--- src/rtl/read_channel_scheduler_pkg.sv ---
// rtl/read_channel_scheduler_pkg.sv - shared types and widths for the read channel scheduler
package read_channel_scheduler_pkg;

  localparam int ADDR_WIDTH       = 26;
  localparam int DATA_WIDTH       = 32;
  localparam int ID_WIDTH         = 4;
  localparam int MAX_READ_MASTERS = 4;

  typedef enum logic [1:0] {
    IDLE = 2'd0,
    ADDR = 2'd1,
    DATA = 2'd2
  } sched_state_t;

endpackage

--- src/rtl/read_channel_scheduler_rr_priority_picker.sv ---
// rtl/read_channel_scheduler_rr_priority_picker.sv - rotating priority encoder, first request at or after ptr
module rr_priority_picker #(
  parameter int N     = 3,
  parameter int IDX_W = 2
) (
  input  logic [N-1:0]     req,
  input  logic [IDX_W-1:0] ptr,
  output logic [IDX_W-1:0] grant,
  output logic             any_req
);

  always_comb begin : pick
    int               idx;
    logic [IDX_W-1:0] sel;
    grant   = '0;
    any_req = 1'b0;
    idx     = 0;
    sel     = '0;
    for (int k = 0; k < N; k++) begin
      idx = int'(ptr) + k;
      if (idx >= N) idx = idx - N;
      sel = IDX_W'(idx);
      if (!any_req && req[sel]) begin
        any_req = 1'b1;
        grant   = sel;
      end
    end
  end

endmodule

--- src/rtl/read_channel_scheduler.sv ---
// rtl/read_channel_scheduler.sv - round-robin sharing of one AXI AR/R channel pair, one burst in flight
module read_channel_scheduler
  import read_channel_scheduler_pkg::*;
#(
  parameter int NUM_MASTERS = 3,
  parameter int IDX_W       = 2
) (
  input  logic                              clk,
  input  logic                              rst_n,
  input  logic [NUM_MASTERS-1:0]            m_arvalid,
  output logic [NUM_MASTERS-1:0]            m_arready,
  input  logic [NUM_MASTERS*ADDR_WIDTH-1:0] m_araddr,
  input  logic [NUM_MASTERS*4-1:0]          m_arlen,
  output logic [NUM_MASTERS-1:0]            m_rvalid,
  output logic                              m_rlast,
  output logic [DATA_WIDTH-1:0]             m_rdata,
  output logic                              ARVALID,
  input  logic                              ARREADY,
  output logic [ID_WIDTH-1:0]               ARID,
  output logic [3:0]                        ARLEN,
  output logic [ADDR_WIDTH-1:0]             ARADDR,
  input  logic                              RVALID,
  input  logic                              RLAST,
  input  logic [ID_WIDTH-1:0]               RID,
  input  logic [DATA_WIDTH-1:0]             RDATA,
  output logic                              RREADY,
  output logic                              err_id
);

  sched_state_t            state, state_next;
  logic [IDX_W-1:0]        owner, rr_ptr, pick_idx;
  logic                    any_req;
  logic [3:0]              beat_cnt, len_q;
  logic [ADDR_WIDTH-1:0]   addr_q;
  logic [ADDR_WIDTH-1:0]   addr_arr [NUM_MASTERS];
  logic [3:0]              len_arr  [NUM_MASTERS];
  logic                    beat_bad;
  logic [IDX_W-1:0]        owner_inc;

  for (genvar g = 0; g < NUM_MASTERS; g++) begin : g_slice
    assign addr_arr[g] = m_araddr[g*ADDR_WIDTH +: ADDR_WIDTH];
    assign len_arr[g]  = m_arlen[g*4 +: 4];
  end

  rr_priority_picker #(
    .N     (NUM_MASTERS),
    .IDX_W (IDX_W)
  ) u_picker (
    .req     (m_arvalid),
    .ptr     (rr_ptr),
    .grant   (pick_idx),
    .any_req (any_req)
  );

  assign ARADDR  = addr_q;
  assign ARLEN   = len_q;
  assign ARID    = ID_WIDTH'(owner);
  assign m_rdata = RDATA;
  assign m_rlast = RLAST;

  // A beat is malformed if it carries a foreign ID or RLAST disagrees with the granted length.
  assign beat_bad  = (RID != ID_WIDTH'(owner)) ||
                     (RLAST && (beat_cnt != len_q)) ||
                     (!RLAST && (beat_cnt == len_q));
  assign owner_inc = (int'(owner) == NUM_MASTERS - 1) ? '0 : owner + 1'b1;

  always_comb begin
    state_next = state;
    m_arready  = '0;
    m_rvalid   = '0;
    ARVALID    = 1'b0;
    RREADY     = 1'b0;
    case (state)
      IDLE: begin
        if (any_req && rst_n) begin
          m_arready[pick_idx] = 1'b1;
          state_next          = ADDR;
        end
      end
      ADDR: begin
        ARVALID = 1'b1;
        if (ARREADY) state_next = DATA;
      end
      DATA: begin
        RREADY          = 1'b1;
        m_rvalid[owner] = RVALID;
        if (RVALID && RLAST) state_next = IDLE;
      end
      default: state_next = IDLE;
    endcase
  end

  always_ff @(posedge clk or negedge rst_n) begin
    if (!rst_n) begin
      state    <= IDLE;
      owner    <= '0;
      rr_ptr   <= '0;
      beat_cnt <= '0;
      len_q    <= '0;
      addr_q   <= '0;
      err_id   <= 1'b0;
    end else begin
      state <= state_next;
      case (state)
        IDLE: begin
          if (any_req) begin
            owner  <= pick_idx;
            addr_q <= addr_arr[pick_idx];
            len_q  <= len_arr[pick_idx];
          end
          if (RVALID) err_id <= 1'b1;
        end
        ADDR: begin
          if (ARREADY) beat_cnt <= '0;
          if (RVALID) err_id <= 1'b1;
        end
        DATA: begin
          if (RVALID) begin
            beat_cnt <= beat_cnt + 1'b1;
            if (beat_bad) err_id <= 1'b1;
            if (RLAST) rr_ptr <= owner_inc;
          end
        end
        default: ;
      endcase
    end
  end

endmodule

--- config.mk ---
export PLATFORM = sky130hd
export DESIGN_NAME = read_channel_scheduler
export DESIGN_NICKNAME = d
export VERILOG_FILES = /design/src/rtl/read_channel_scheduler_pkg.sv /design/src/rtl/read_channel_scheduler_rr_priority_picker.sv /design/src/rtl/read_channel_scheduler.sv
export SDC_FILE = /design/constraint.sdc
export NUM_CORES = 1
export LEC_CHECK = 0
export BUFFER_PORTS_ARGS = -buffer_cell sky130_fd_sc_hd__buf_2
export CAP_MARGIN = 15
export CORE_MARGIN = 1.5
export CORE_UTILIZATION = 42
export DETAILED_ROUTE_END_ITERATION = 10
export GPL_ROUTABILITY_DRIVEN = 0
export HOLD_SLACK_MARGIN = 0.12
export PLACE_DENSITY = 0.82
export REMOVE_ABC_BUFFERS = 1
export SYNTH_ARGS = -nofsm -noshare
export SYNTH_HDL_FRONTEND = slang
export SYNTH_SLANG_ARGS = --single-unit
export TNS_END_PERCENT = 1
--- constraint.sdc ---
create_clock -name clk -period 2.8 [get_ports clk]
set_clock_uncertainty 0.2 [all_clocks]
set_input_delay 0.56 -clock clk [delete_from_list [all_inputs] [get_ports clk]]
set_output_delay 0.56 -clock clk [all_outputs]
set_load 0.005 [all_outputs]
==> metrics list, run 1 <==
- Total power per unit cell area: 1270 nW/um2
* Number of design-rule violations left by the first detailed-router iteration: 113
- Total GRT Usage: 0.2515
- At the pin with the least slew margin, the transition time is 0.5556 ns.
- 0 antenna diodes ended up in the layout.
- FF+latch count, synth: 41
- Unrepaired setup endpoints after global routing: true
* Peak Freq: 327.2 MHz
- IO Port Bufs: 143
* Final critical-path share of the clock period: 1.092
* First-pass GRT wire length: 14.20 mm
- Once detail routing completed, the nets flagged for antenna violations numbered 0.
- Number of global-route vias before repair: 2757
- Outcome: finished with violations
- Hold Crit Class: reg2reg
- The initialized floorplan defines 30 standard-cell rows.
* Drt wl/cell: 18.23 um
* Total die area: 7611 um2
* Post-Synthesis Mean Instance Area: 9.708 um2
* Maximum number of pins on one net before global-route repair: 32
- The worst-case IR drop observed on VDD is 487.0 uV.
- In this run the tightest slew margin relative to its limit is 0.6282.
- After layout, the design draws a total of 4.943 mW.
- In the synthesized netlist the async set-or-reset flop fraction comes to 1.000.
* Total number of H-tree levels: 2
- Data required time of the critical path: 2.04 ns
* Origin of the worst min-delay path: err_id$_DFFE_PN0P_
- Layout net count: 569
* Count of synthesis-stage warnings from yosys: 0
- Summed over all failing endpoints, the final setup total negative slack is -2.379 ns.
- Class of the most critical setup path: reg2out
- Setup violations remaining at the end of the flow were counted as 33.
* Most frequent standard cell in the layout excluding fill and tap cells: sky130_fd_sc_hd__buf_2
- For this design the static power due to leakage is 1.990 nW.
* Critical register-to-register path startpoint: rr_ptr[0]$_DFFE_PN0P_
- After synthesis, the netlist uses 43 different library cells.
- STA classifies the critical path endpoint as an output pin.
- Summing every instance area after synthesis gives 2980 um2.
* Startpoint types: flop
* Number of clock sinks seen by CTS: 41
- For this run, design rule violations remaining after detail routing come to 0.
* Reg clk slew, reported paths: 0.09 ns
* Final Non-Filler Cells: 527
* Total detailed-routing wirelength: 9.606 mm
* I/O pin count: 210
- Post-placement setup slack: -0.05084 ns
- First-pass detailed-route iteration total: 6
* Cell Area, Placed: 3567 um2
- Clock tree synthesis inserted a total of 5 buffers.
* Hold WS: 0.2785 ns
* Setup WS post-layout: -0.2562 ns
* Maximum number of buffers from clock root to sink: 2
- The synthesized design contains 0 enable-type register cells.
- Clock root buffer: sky130_fd_sc_hd__clkbuf_8
- The worst path in the final design needs a cycle of 3.056 ns, including I/O delays and setup.
- Number of failing hold endpoints at the final stage: 0
- Critical path fanouts, max: 4
- The total overflow left after global routing is 0.
- Violations in the final reports: negative setup slack
* Initial Utilization: 0.4363
* Floorplan die width: 87.24 um
* TritonCTS clock tree: built
- STA puts the critical path data arrival time at 2.30 ns.
- Max-cap violations: 0
* Overall via count from detail_route: 2803
- Y dimension of the die: 87.24 um
* Area of the core: 6832 um2
- Post-placement cell count: 509
* Final standard cell utilization of the core: 0.5696
- Tracing the worst setup path back leads to its startpoint at rr_ptr[0]$_DFFE_PN0P_.
- Relative to the synthesized area, the layout overhead comes to 30.56%.
- The number of antenna violations at the first check in global routing was 0.
- Cell count after synthesis: 307
- Fraction of final layout cells with drive strength greater than 1: 0.5383
- Design area: 3891 um2
* Routed via count divided by cell count: 5.319
- For the worst-skew pair, the clock arrives at the later sink with an insertion delay of 0.31 ns.
* Post-detailed-placement half-perimeter wirelength: 7.162 mm
- In the layout the commonest cells are 142 x sky130_fd_sc_hd__buf_2, 44 x sky130_fd_sc_hd__nand2_1, 40 x sky130_fd_sc_hd__dfrtp_1.
* Fraction of the yosys area taken by sequential cells: 0.3442
- In the synthesized netlist the dominant register cell turns out to be sky130_fd_sc_hd__dfrtp_1.
* Pins Over Slew Limit: 0
## worst paths after layout
kind,to,slack [ns],depth (start not counted)
worst max-delay path,m_arready[2],-0.26,9
worst min-delay path,err_id$_DFFE_PN0P_,0.28,1
worst max register to register,ARLEN[2]$_DFFE_PN0P_,-0.08,12
worst min register to register,err_id$_DFFE_PN0P_,0.28,1
max in group asynchronous,ARADDR[24]$_DFFE_PN0P_,1.45,3
min in group asynchronous,owner[0]$_DFFE_PN0P_,0.62,3
## area by class of cell
class | count | area (um2)
Tap cell | 96 | 120.1
Fill cell | 585 | 2940
Inverter | 5 | 18.77
Sequential cell | 41 | 1027
Clock inverter | 3 | 25.02
Multi-Input combinational cell | 209 | 1683
Clock buffer | 5 | 68.82
Timing Repair Buffer | 168 | 948.4
## metal layers
metal	track usage	up-vias	wire (um)
met2	0.3790	184	4442
met3	0.1327	19	1206
met1	0.3051	1302	3755
met5	0.04895	-	40
li1	-	1296	-
met4	0.08081	2	161
## Yosys cell counts, types with 3 or more instances
master	count	area [um2]
sky130_fd_sc_hd__nand2_1	45	168.9
sky130_fd_sc_hd__dfrtp_1	41	1026
sky130_fd_sc_hd__buf_4	37	277.8
sky130_fd_sc_hd__mux2i_1	33	330.3
sky130_fd_sc_hd__nand3_1	31	155.2
sky130_fd_sc_hd__o211ai_2	30	375.4
sky130_fd_sc_hd__a21oi_1	8	40.04
sky130_fd_sc_hd__buf_6	7	78.83
sky130_fd_sc_hd__nor2_1	7	26.28
sky130_fd_sc_hd__xor2_1	7	61.31
sky130_fd_sc_hd__o21ai_0	6	30.03
sky130_fd_sc_hd__buf_2	5	25.02
sky130_fd_sc_hd__ha_1	5	62.56
sky130_fd_sc_hd__inv_1	5	18.77
sky130_fd_sc_hd__clkbuf_1	4	15.01
sky130_fd_sc_hd__nor2b_1	3	18.77
## flip-flops by register name (all words and copies together) (netlist names)
register and cells:
ARADDR 26, ARLEN 4, beat_cnt 4, state 2
err_id 1, rr_ptr 2, owner 2
## power breakdown
group          switching (mW)  internal [mW]  total, mW
sequential              0.232          0.886       1.12
combinational            1.81           1.59       3.40
clock                   0.246          0.182      0.428
total                    2.29           2.66       4.94
## worst max-delay path: stages (launching register included)
cell	delay, ns
sky130_fd_sc_hd__dfrtp_1	0.42
sky130_fd_sc_hd__buf_4	0.16
sky130_fd_sc_hd__ha_4	0.17
sky130_fd_sc_hd__nand3b_1	0.18
sky130_fd_sc_hd__nor2b_2	0.18
sky130_fd_sc_hd__buf_6	0.13
sky130_fd_sc_hd__a211oi_4	0.28
sky130_fd_sc_hd__buf_4	0.16
sky130_fd_sc_hd__and3_4	0.20
sky130_fd_sc_hd__buf_6	0.10
## timing repair
| action | in CTS | in global routing |
|---|---|---|
| resized for setup | 17 | 17 |
| endpoints found under the hold margin | 13 | 0 |
| endpoints found under the setup margin | 33 | 33 |
| pin swaps | 5 | 8 |
| buffers inserted | 6 | 3 |
| hold buffers | 1 | 0 |
## cells by family (layout without fill, tap and decap cells)
logic type,Yosys count,in the layout,synth area share
flops,41,41,0.3442
simple gates,101,101,0.1604
xor+xnor,9,9,0.02645
compound gates,58,58,0.1927
mux,34,34,0.1146
other cells,1,2,0.001258
buf+inv,58,181,0.1394
fa+ha+maj,5,5,0.02099
Power figures use the tool's default switching activity.
==> inputs of run 2 (changes only) <==
--- a/config.mk
+++ b/config.mk
@@ -14,6 +14,7 @@
 export HOLD_SLACK_MARGIN = 0.12
 export PLACE_DENSITY = 0.82
 export REMOVE_ABC_BUFFERS = 1
+export SETUP_SLACK_MARGIN = 0.3
 export SYNTH_ARGS = -nofsm -noshare
 export SYNTH_HDL_FRONTEND = slang
 export SYNTH_SLANG_ARGS = --single-unit
==> run 2 against run 1 <==
  * The run still ends with negative setup slack left
  * Non-clock buffer count unchanged
  * Register-to-register slack barely moved
  * Sequential power hardly changed
  * Combinational power barely moved
  * Setup slack better by 0.0016 ns
  * Sequential share of layout area is the same
  * Design area unchanged
  * Clock-buffer cell count is the same
==> metrics list, run 2 (synthesis gave the netlist of run 1 again) <==
* Worst Setup SP: rr_ptr[0]$_DFFE_PN0P_
- Net switching power: 2.301 mW (+0.63%)
- The area inside the core boundary was 6832 um2 (unchanged).
* Hold Crit Class: reg2reg
- The minimum hold slack came to 0.2802 ns (+0.001675 ns).
- The post-route antenna net violation count is 0 (unchanged).
* Number of failing hold endpoints at the final stage: 0 (unchanged)
* Total GRT Usage: 0.2515 (unchanged)
- The flop-to-flop setup slack is -0.09 ns (about the same).
- GRT overflow: 0 (unchanged)
- The final number of setup-violating endpoints is 33 (unchanged).
* Max-cap violations: 0 (unchanged)
- The transition time at the pin with the least slew margin is 0.5522 ns (-0.003369 ns).
- VDD IR max: 486.8 uV (about the same)
- The DRC violation count after routing is 0 (unchanged).
- Arrival @ worst endpoint: 2.29 ns (about the same)
* Number of standard-cell rows in the floorplan: 30 (unchanged)
- The number of flip-flops in the largest register came to 26 (unchanged).
- The number of antenna violations at the first check in global routing came to 0 (unchanged).
- The final reports fail on negative setup slack.
- The routed wirelength normalized by instance count was 18.41 um (+1.0%).
* Most frequent cells in the layout: 142 x sky130_fd_sc_hd__buf_2, 44 x sky130_fd_sc_hd__nand2_1, 40 x sky130_fd_sc_hd__dfrtp_1
- The starting DRC count in detailed routing was 162 (+43%).
* Post-detailed-placement half-perimeter wirelength: 7.162 mm (unchanged)
- I/O pin count: 210 (unchanged)
- Number of logic stages on the critical path including buffering: 9 (unchanged)
- The overall power was 4.950 mW (+0.14%).
* Reg2reg path depth: 12 (unchanged)
- The insertion delay to the later sink of the worst-skew pair was 0.31 ns (about the same).
- Post-placement cell count: 509 (unchanged)
- The fraction of power spent switching nets came to 0.4648 (+0.002251).
- Critical path endpoint category: output pin
- Peak Freq: 327.4 MHz (about the same)
- The total number of clock tree sinks came to 41 (unchanged).
- The starting utilization of the core area is 0.4363 (unchanged).
- Total power per unit cell area: 1272 nW/um2 (+0.14%)
* Number of global-route vias before repair: 2770 (+0.47%)
* Outcome: finished with violations
* Setup TNS: -2.518 ns (-0.1395 ns)
- The first-pass GRT wire length was 14.19 mm (about the same).
* Reg clk slew, reported paths: 0.09 ns (about the same)
- Unrepaired setup endpoints after global routing: true
* Maximum number of pins on one net before global-route repair: 32 (unchanged)
* Min cycle time layout: 3.055 ns (-0.001643 ns)
- Setup WS post-layout: -0.2546 ns (+0.001643 ns)
* First-pass detailed-route iteration total: 4 (-2)
- The clock share of power was 0.086 (about the same).
- Final standard cell utilization of the core: 0.5696 (unchanged)
- IO Port Bufs: 143 (unchanged)
* Portion of total power attributed to combinational logic: 0.688 (about the same)
- On the critical path the largest part of the delay comes from simple AND/OR/NAND/NOR gates.
- Class of the most critical setup path: reg2out
* Total CTS buffers: 5 (unchanged)
- Total die area: 7611 um2 (unchanged)
- Y dimension of the die: 87.24 um (unchanged)
* Headroom to the max-slew limit: 0.6305 (+0.002255)
- Following the worst setup path forward leads to its endpoint at m_arready[2].
- Total detailed-routing wirelength: 9.703 mm (+1.0%)
- The deepest clock path buffer count was 2 (unchanged).
* Cells traversed along the worst timing path: buf_4 -> ha_4 -> nand3b_1 -> nor2b_2 -> buf_6 -> a211oi_4 -> buf_4 -> and3_4 -> buf_6
* Critical path buffer and inverter count: 4 (unchanged)
- Routed via count divided by cell count: 5.319 (unchanged)
* Internal power: 2.649 mW (-0.28%)
- The critical path data required time is 2.04 ns (about the same).
- The final layout net count is 569 (unchanged).
* Overall via count from detail_route: 2803 (unchanged)
- Most frequent standard cell in the layout excluding fill and tap cells: sky130_fd_sc_hd__buf_2
- Clock root buffer: sky130_fd_sc_hd__clkbuf_8
* Pins Over Slew Limit: 0 (unchanged)
- STA classifies the critical path startpoint as a flop.
* Final critical-path share of the clock period: 1.091 (about the same)
- The worst register-to-register path ends at ARLEN[2]$_DFFE_PN0P_.
- Critical path fanouts, max: 4 (unchanged)
* Static leakage power: 1.991 nW (about the same)
* Stage delay of the slowest cell on the critical path: 0.42 ns (about the same)
- The signed area change from the synthesized netlist to the final layout is 30.56% (unchanged).
* TritonCTS clock tree: built
- The startpoint identified for the worst register-to-register timing path is rr_ptr[0]$_DFFE_PN0P_.
- Total number of H-tree levels: 2 (unchanged)
- Sequential fraction of design power: 0.226 (about the same)
* Antenna Cells: 0 (unchanged)
- The layout cell share with drive strength beyond 1 came to 0.5383 (unchanged).
* Final Non-Filler Cells: 527 (unchanged)
- Floorplan die width: 87.24 um (unchanged)
* Library cell contributing the largest single delay on the critical path: sky130_fd_sc_hd__dfrtp_1
==> run 2: repair_timing <==
item	CTS	global route
gates resized for setup	18	16
hold buffers	1	0
endpoints found under the hold margin	13	0
setup buffers	6	3
endpoints found under the setup margin	34	35
pin swaps	19	7
==> run 2: layout make-up <==
cell class                      count  area (um2)
Fill cell                         582        2940
Multi-Input combinational cell    209        1683
Sequential cell                    41        1027
Timing Repair Buffer              168       948.4
Tap cell                           96       120.1
Clock buffer                        5       68.82
Clock inverter                      3       25.02
Inverter                            5       18.77
==> run 2: worst min-delay path by stage <==
stage                             from                endpoint  slack (ns)  cells past startpoint
finish              err_id$_DFFE_PN0P_      err_id$_DFFE_PN0P_        0.28                      1
global route              m_araddr[58]   ARADDR[6]$_DFFE_PN0P_        0.29                      3
CTS                       m_araddr[67]  ARADDR[15]$_DFFE_PN0P_        0.28                      3
detailed placement  err_id$_DFFE_PN0P_      err_id$_DFFE_PN0P_        0.26                      1
global placement    err_id$_DFFE_PN0P_      err_id$_DFFE_PN0P_        0.25                      1
floorplan                        rst_n   ARADDR[0]$_DFFE_PN0P_        0.06                      0
==> run 2: worst reg2reg max path, stage by stage (launching register included) <==
cell and delay (ns):
sky130_fd_sc_hd__dfrtp_1 0.42, sky130_fd_sc_hd__buf_4 0.16, sky130_fd_sc_hd__ha_4 0.18, sky130_fd_sc_hd__nand3b_1 0.18, sky130_fd_sc_hd__nor2b_2 0.19, sky130_fd_sc_hd__buf_6 0.13, sky130_fd_sc_hd__a211oi_4 0.28, sky130_fd_sc_hd__buf_4 0.16
sky130_fd_sc_hd__buf_4 0.09, sky130_fd_sc_hd__buf_4 0.11, sky130_fd_sc_hd__buf_12 0.13, sky130_fd_sc_hd__nand2b_4 0.30, sky130_fd_sc_hd__o211ai_2 0.28
==> run 2: power by group through the flow <==
stage	clock [mW]	combinational, mW	sequential [mW]
floorplan	0	1.93	1.10
global placement	0	2.90	1.11
detailed placement	0	3.02	1.11
CTS	0.437	3.23	1.11
global route	0.464	3.68	1.15
finish	0.428	3.40	1.12
==> run 2: metrics by stage <==
| step | worst slack (ns) | cell area, um2 |
|---|---|---|
| 2_1_floorplan | -0.6894 | 2587 |
| 3_3_place_gp | 0.04061 | 3567 |
| 3_5_place_dp | -0.05084 | 3567 |
| 4_1_cts | -0.2252 | 3796 |
| 5_1_grt | -0.3680 | 3891 |
| 6_report | -0.2546 | 3891 |
==> run 2: routing by layer <==
| metal | global-route usage | vias to the layer above | part of all wire |
|---|---|---|---|
| li1 | - | 1298 | - |
| met1 | 0.3021 | 1304 | 0.39 |
| met2 | 0.3797 | 180 | 0.46 |
| met3 | 0.1327 | 19 | 0.12 |
| met4 | 0.08658 | 2 | 0.017 |
| met5 | 0.04895 | - | 0.0041 |
==> inputs of run 3 (changes only) <==
--- a/config.mk
+++ b/config.mk
@@ -5,14 +5,13 @@
 export SDC_FILE = /design/constraint.sdc
 export NUM_CORES = 1
 export LEC_CHECK = 0
-export BUFFER_PORTS_ARGS = -buffer_cell sky130_fd_sc_hd__buf_2
 export CAP_MARGIN = 15
 export CORE_MARGIN = 1.5
 export CORE_UTILIZATION = 42
 export DETAILED_ROUTE_END_ITERATION = 10
+export DONT_BUFFER_PORTS = 1
 export GPL_ROUTABILITY_DRIVEN = 0
 export HOLD_SLACK_MARGIN = 0.12
-export PLACE_DENSITY = 0.82
 export REMOVE_ABC_BUFFERS = 1
 export SETUP_SLACK_MARGIN = 0.3
 export SYNTH_ARGS = -nofsm -noshare
==> run 3 against run 2 <==
  * The flow still finishes with violations (negative setup slack)
  * Clock power fell by 10%
  * Combinational power fell by 15%
  * Global-route usage fell by 3.4 points
  * Via count fell by 22%
==> metrics list, run 3 (synthesis gave the netlist of run 1 again) <==
- The count of boundary I/O pins was 210 (unchanged).
* Total setup violations reported at the end of the flow: 29 (-12%)
- The first-pass GRT wire length is 12.21 mm (-14%).
- Y dimension of the die: 87.24 um (unchanged)
* Switching fraction of total power: 0.4688 (+0.003974)
- Origin of the worst min-delay path: ARREADY
- The final reports fail on negative setup slack.
* Overall via count from detail_route: 2183 (-22%)
- Number of design-rule violations left by the first detailed-router iteration: 55 (-66%)
- The transition time at the pin with the least slew margin came to 0.5247 ns (-0.02754 ns).
* Layout net count: 419 (-26%)
* Number of instances on the worst hold path: 1 (unchanged)
* Data required time of the critical path: 2.04 ns (about the same)
- The data arrival at the endpoint of the critical path came to 2.17 ns (-0.12 ns).
* Net switching power: 2.093 mW (-9.0%)
* Area of the core: 6832 um2 (unchanged)
- Critical register-to-register path startpoint: rr_ptr[0]$_DFFE_PN0P_
* Sequential fraction of design power: 0.265 (+0.039)
- Critical path buffer and inverter count: 3 (-1)
- The total grt overflow was 0 (unchanged).
- The layout cell share with drive strength beyond 1 came to 0.2740 (-0.2643).
- Number of failing hold endpoints at the final stage: 0 (unchanged)
* Total detailed-routing wirelength: 8.265 mm (-15%)
* Capture point of the worst reg-to-reg path: ARLEN[3]$_DFFE_PN0P_
* Number of clock sinks seen by CTS: 41 (unchanged)
- Largest register FFs: 26 (unchanged)
- The count of placed standard cells in the final layout, fillers left out was 377 (-28%).
* Max-cap violations: 0 (unchanged)
- The critical-path maximum fanout was 4 (unchanged).
- The clock period minus worst slack came to 2.932 ns (-0.1223 ns).
- Reg2reg path depth: 11 (-1)
- Unrepaired setup endpoints after global routing: true
* Setup slack, reg-to-reg: -0.04 ns (+0.05 ns)
* Clk_lat worst skew: 0.29 ns (-0.02 ns)
* Total die area: 7611 um2 (unchanged)
- The instance count after placement with tap cells included is 362 (-29%).
- The share of the core filled with cells in the final layout was 0.4549 (-0.1147).
- Drt wl/cell: 21.92 um (+19%)
- Antenna Cells: 0 (unchanged)
- Cell Area, Placed: 2834 um2 (-21%)
- For hold timing, the worst endpoint is beat_cnt[2]$_DFFE_PN0P_.
- The number of cells on the critical path came to 9 (unchanged).
- The total non-filler cell area in the finished layout is 3108 um2 (-20%).
- The relative slew slack came to 0.6502 (+0.01975).
- The DRC violation count after routing is 0 (unchanged).
* Pins Over Slew Limit: 0 (unchanged)
- Total GRT Usage: 0.2170 (-0.03447)
* Cells traversed along the worst timing path: inv_2 -> ha_4 -> mux2i_4 -> o22ai_4 -> nor2_2 -> a211oi_4 -> buf_6 -> buf_12 -> and3_1
- Number of standard-cell rows in the floorplan: 30 (unchanged)
- The path class of the tightest hold or removal check is in2reg.
- Library cell contributing the largest single delay on the critical path: sky130_fd_sc_hd__dfrtp_1
- Stage delay of the slowest cell on the critical path: 0.40 ns (-0.02 ns)
- Post-detailed-placement half-perimeter wirelength: 5.936 mm (-17%)
- The via density per instance is 5.790 (+8.9%).
* Clock network fraction of total power: 0.086 (about the same)
- DRT antenna net count: 0 (unchanged)
- The number of iterations in the first detailed-routing pass is 4 (unchanged).
- Portion of total power attributed to combinational logic: 0.649 (-0.039)
- Post-placement setup slack: -0.01622 ns (+0.03462 ns)
- Startpoint types: flop
- The slack of the critical path came to -0.1323 ns (+0.1223 ns).
- TritonCTS built the clock tree.
- Area overhead of the layout relative to synthesis: 4.282%
- The starting utilization of the core area came to 0.4363 (unchanged).
- Clock root buffer: sky130_fd_sc_hd__clkbuf_8
* Static leakage power: 1.380 nW (-31%)
- Maximum number of pins on one net before global-route repair: 42 (+31%)
- VDD IR max: 507.7 uV (+4.3%)
- Total CTS buffers: 5 (unchanged)
- Internal power: 2.372 mW (-10%)
- Reg clk slew, reported paths: 0.08 ns (about the same)
* Number of global-route vias before repair: 2156 (-22%)
- The top cell types in the final layout, fill and taps aside, are 44 x sky130_fd_sc_hd__nand2_1, 40 x sky130_fd_sc_hd__dfrtp_1, 31 x sky130_fd_sc_hd__mux2i_1, 31 x sky130_fd_sc_hd__nand3_1, 30 x sky130_fd_sc_hd__o211ai_2.
- The count of input and output buffers is 0 (-100%).
* Number of antenna violations at the first check in global routing: 0 (unchanged)
- The ratio of total power to cell area was 1437 nW/um2 (+13%).
- Total number of H-tree levels: 2 (unchanged)
* Outcome: finished with violations
- The maximum clock rate came to 341.0 MHz (+4.2%).
- Class of the most critical setup path: reg2out
- Floorplan die width: 87.24 um (unchanged)
- The deepest clock path buffer count is 2 (unchanged).
- Final critical-path share of the clock period: 1.047 (-0.04367)
- Cell class contributing the biggest share of worst-path delay: compound AO/OA/AOI/OAI gates
- Tracing the worst setup path back leads to its startpoint at rr_ptr[0]$_DFFE_PN0P_.
* Most frequent standard cell in the layout excluding fill and tap cells: sky130_fd_sc_hd__nand2_1
* Critical path endpoint category: output pin
## run 3: cell types whose count changed in the layout (fill, tap and decap cells not counted), moves of 2 or more
cell	delta
sky130_fd_sc_hd__buf_2	-142
sky130_fd_sc_hd__buf_4	-7
sky130_fd_sc_hd__a21oi_1	+2
sky130_fd_sc_hd__a21oi_2	-2
sky130_fd_sc_hd__buf_6	-2
sky130_fd_sc_hd__clkbuf_1	+2
sky130_fd_sc_hd__inv_6	-2
## run 3: power by group through the flow
stage / combinational, mW / sequential (mW) / clock [mW]
floorplan: 1.93 / 1.10 / 0
global placement: 2.56 / 1.19 / 0
detailed placement: 2.62 / 1.19 / 0
CTS: 2.79 / 1.18 / 0.400
global route: 3.16 / 1.22 / 0.431
finish: 2.90 / 1.18 / 0.385
## run 3: worst register-to-register path, delay by kind of cell, from the launching register on
kind,cells,cell delay (ns)
compound gates,3,0.77
fa+ha+maj,1,0.22
buf+inv,4,0.56
flops,1,0.40
mux,1,0.20
simple gates,2,0.41
## run 3: layout make-up
class | count | area, um2
Multi-Input combinational cell | 209 | 1668
Clock inverter | 1 | 7.507
Timing Repair Buffer | 18 | 190.2
Sequential cell | 41 | 1027
Fill cell | 657 | 3724
Inverter | 5 | 18.77
Clock buffer | 7 | 76.32
Tap cell | 96 | 120.1
## run 3: what timing repair did
item	4_1_cts	5_1_grt
hold buffers	2	0
gates resized for setup	15	11
pin swaps	4	12
cloned	0	0
endpoints found under the setup margin	35	36
buffers inserted	3	2
endpoints found under the hold margin	41	0
## run 3: through the flow
stage               total power, mW  TNS (ns)  hold WS (ns)
floorplan                     3.035    -22.48       0.06441
global placement              3.752         0       0.06693
detailed placement            3.806  -0.01622       0.06625
CTS                           4.374   -0.1684        0.1329
global route                  4.816    -3.532        0.1362
finish                        4.465   -0.5683        0.1470
## run 3: routing by layer
metal	global-route usage	share of wire	vias up
met1	0.2720	0.41	1032
met2	0.3070	0.44	151
met5	0.05594	0	-
met3	0.1393	0.14	8
met4	0.04906	0.011	0
li1	-	-	992
## run 3: worst max-delay path by stage
stage / end / slack, ns
5_1_grt: m_arready[2] / -0.18
3_5_place_dp: m_arready[1] / -0.02
4_1_cts: m_arready[1] / -0.06
2_1_floorplan: ARADDR[0]$_DFFE_PN0P_ / -0.69
6_report: m_arready[2] / -0.13
3_3_place_gp: m_arready[2] / 0.04
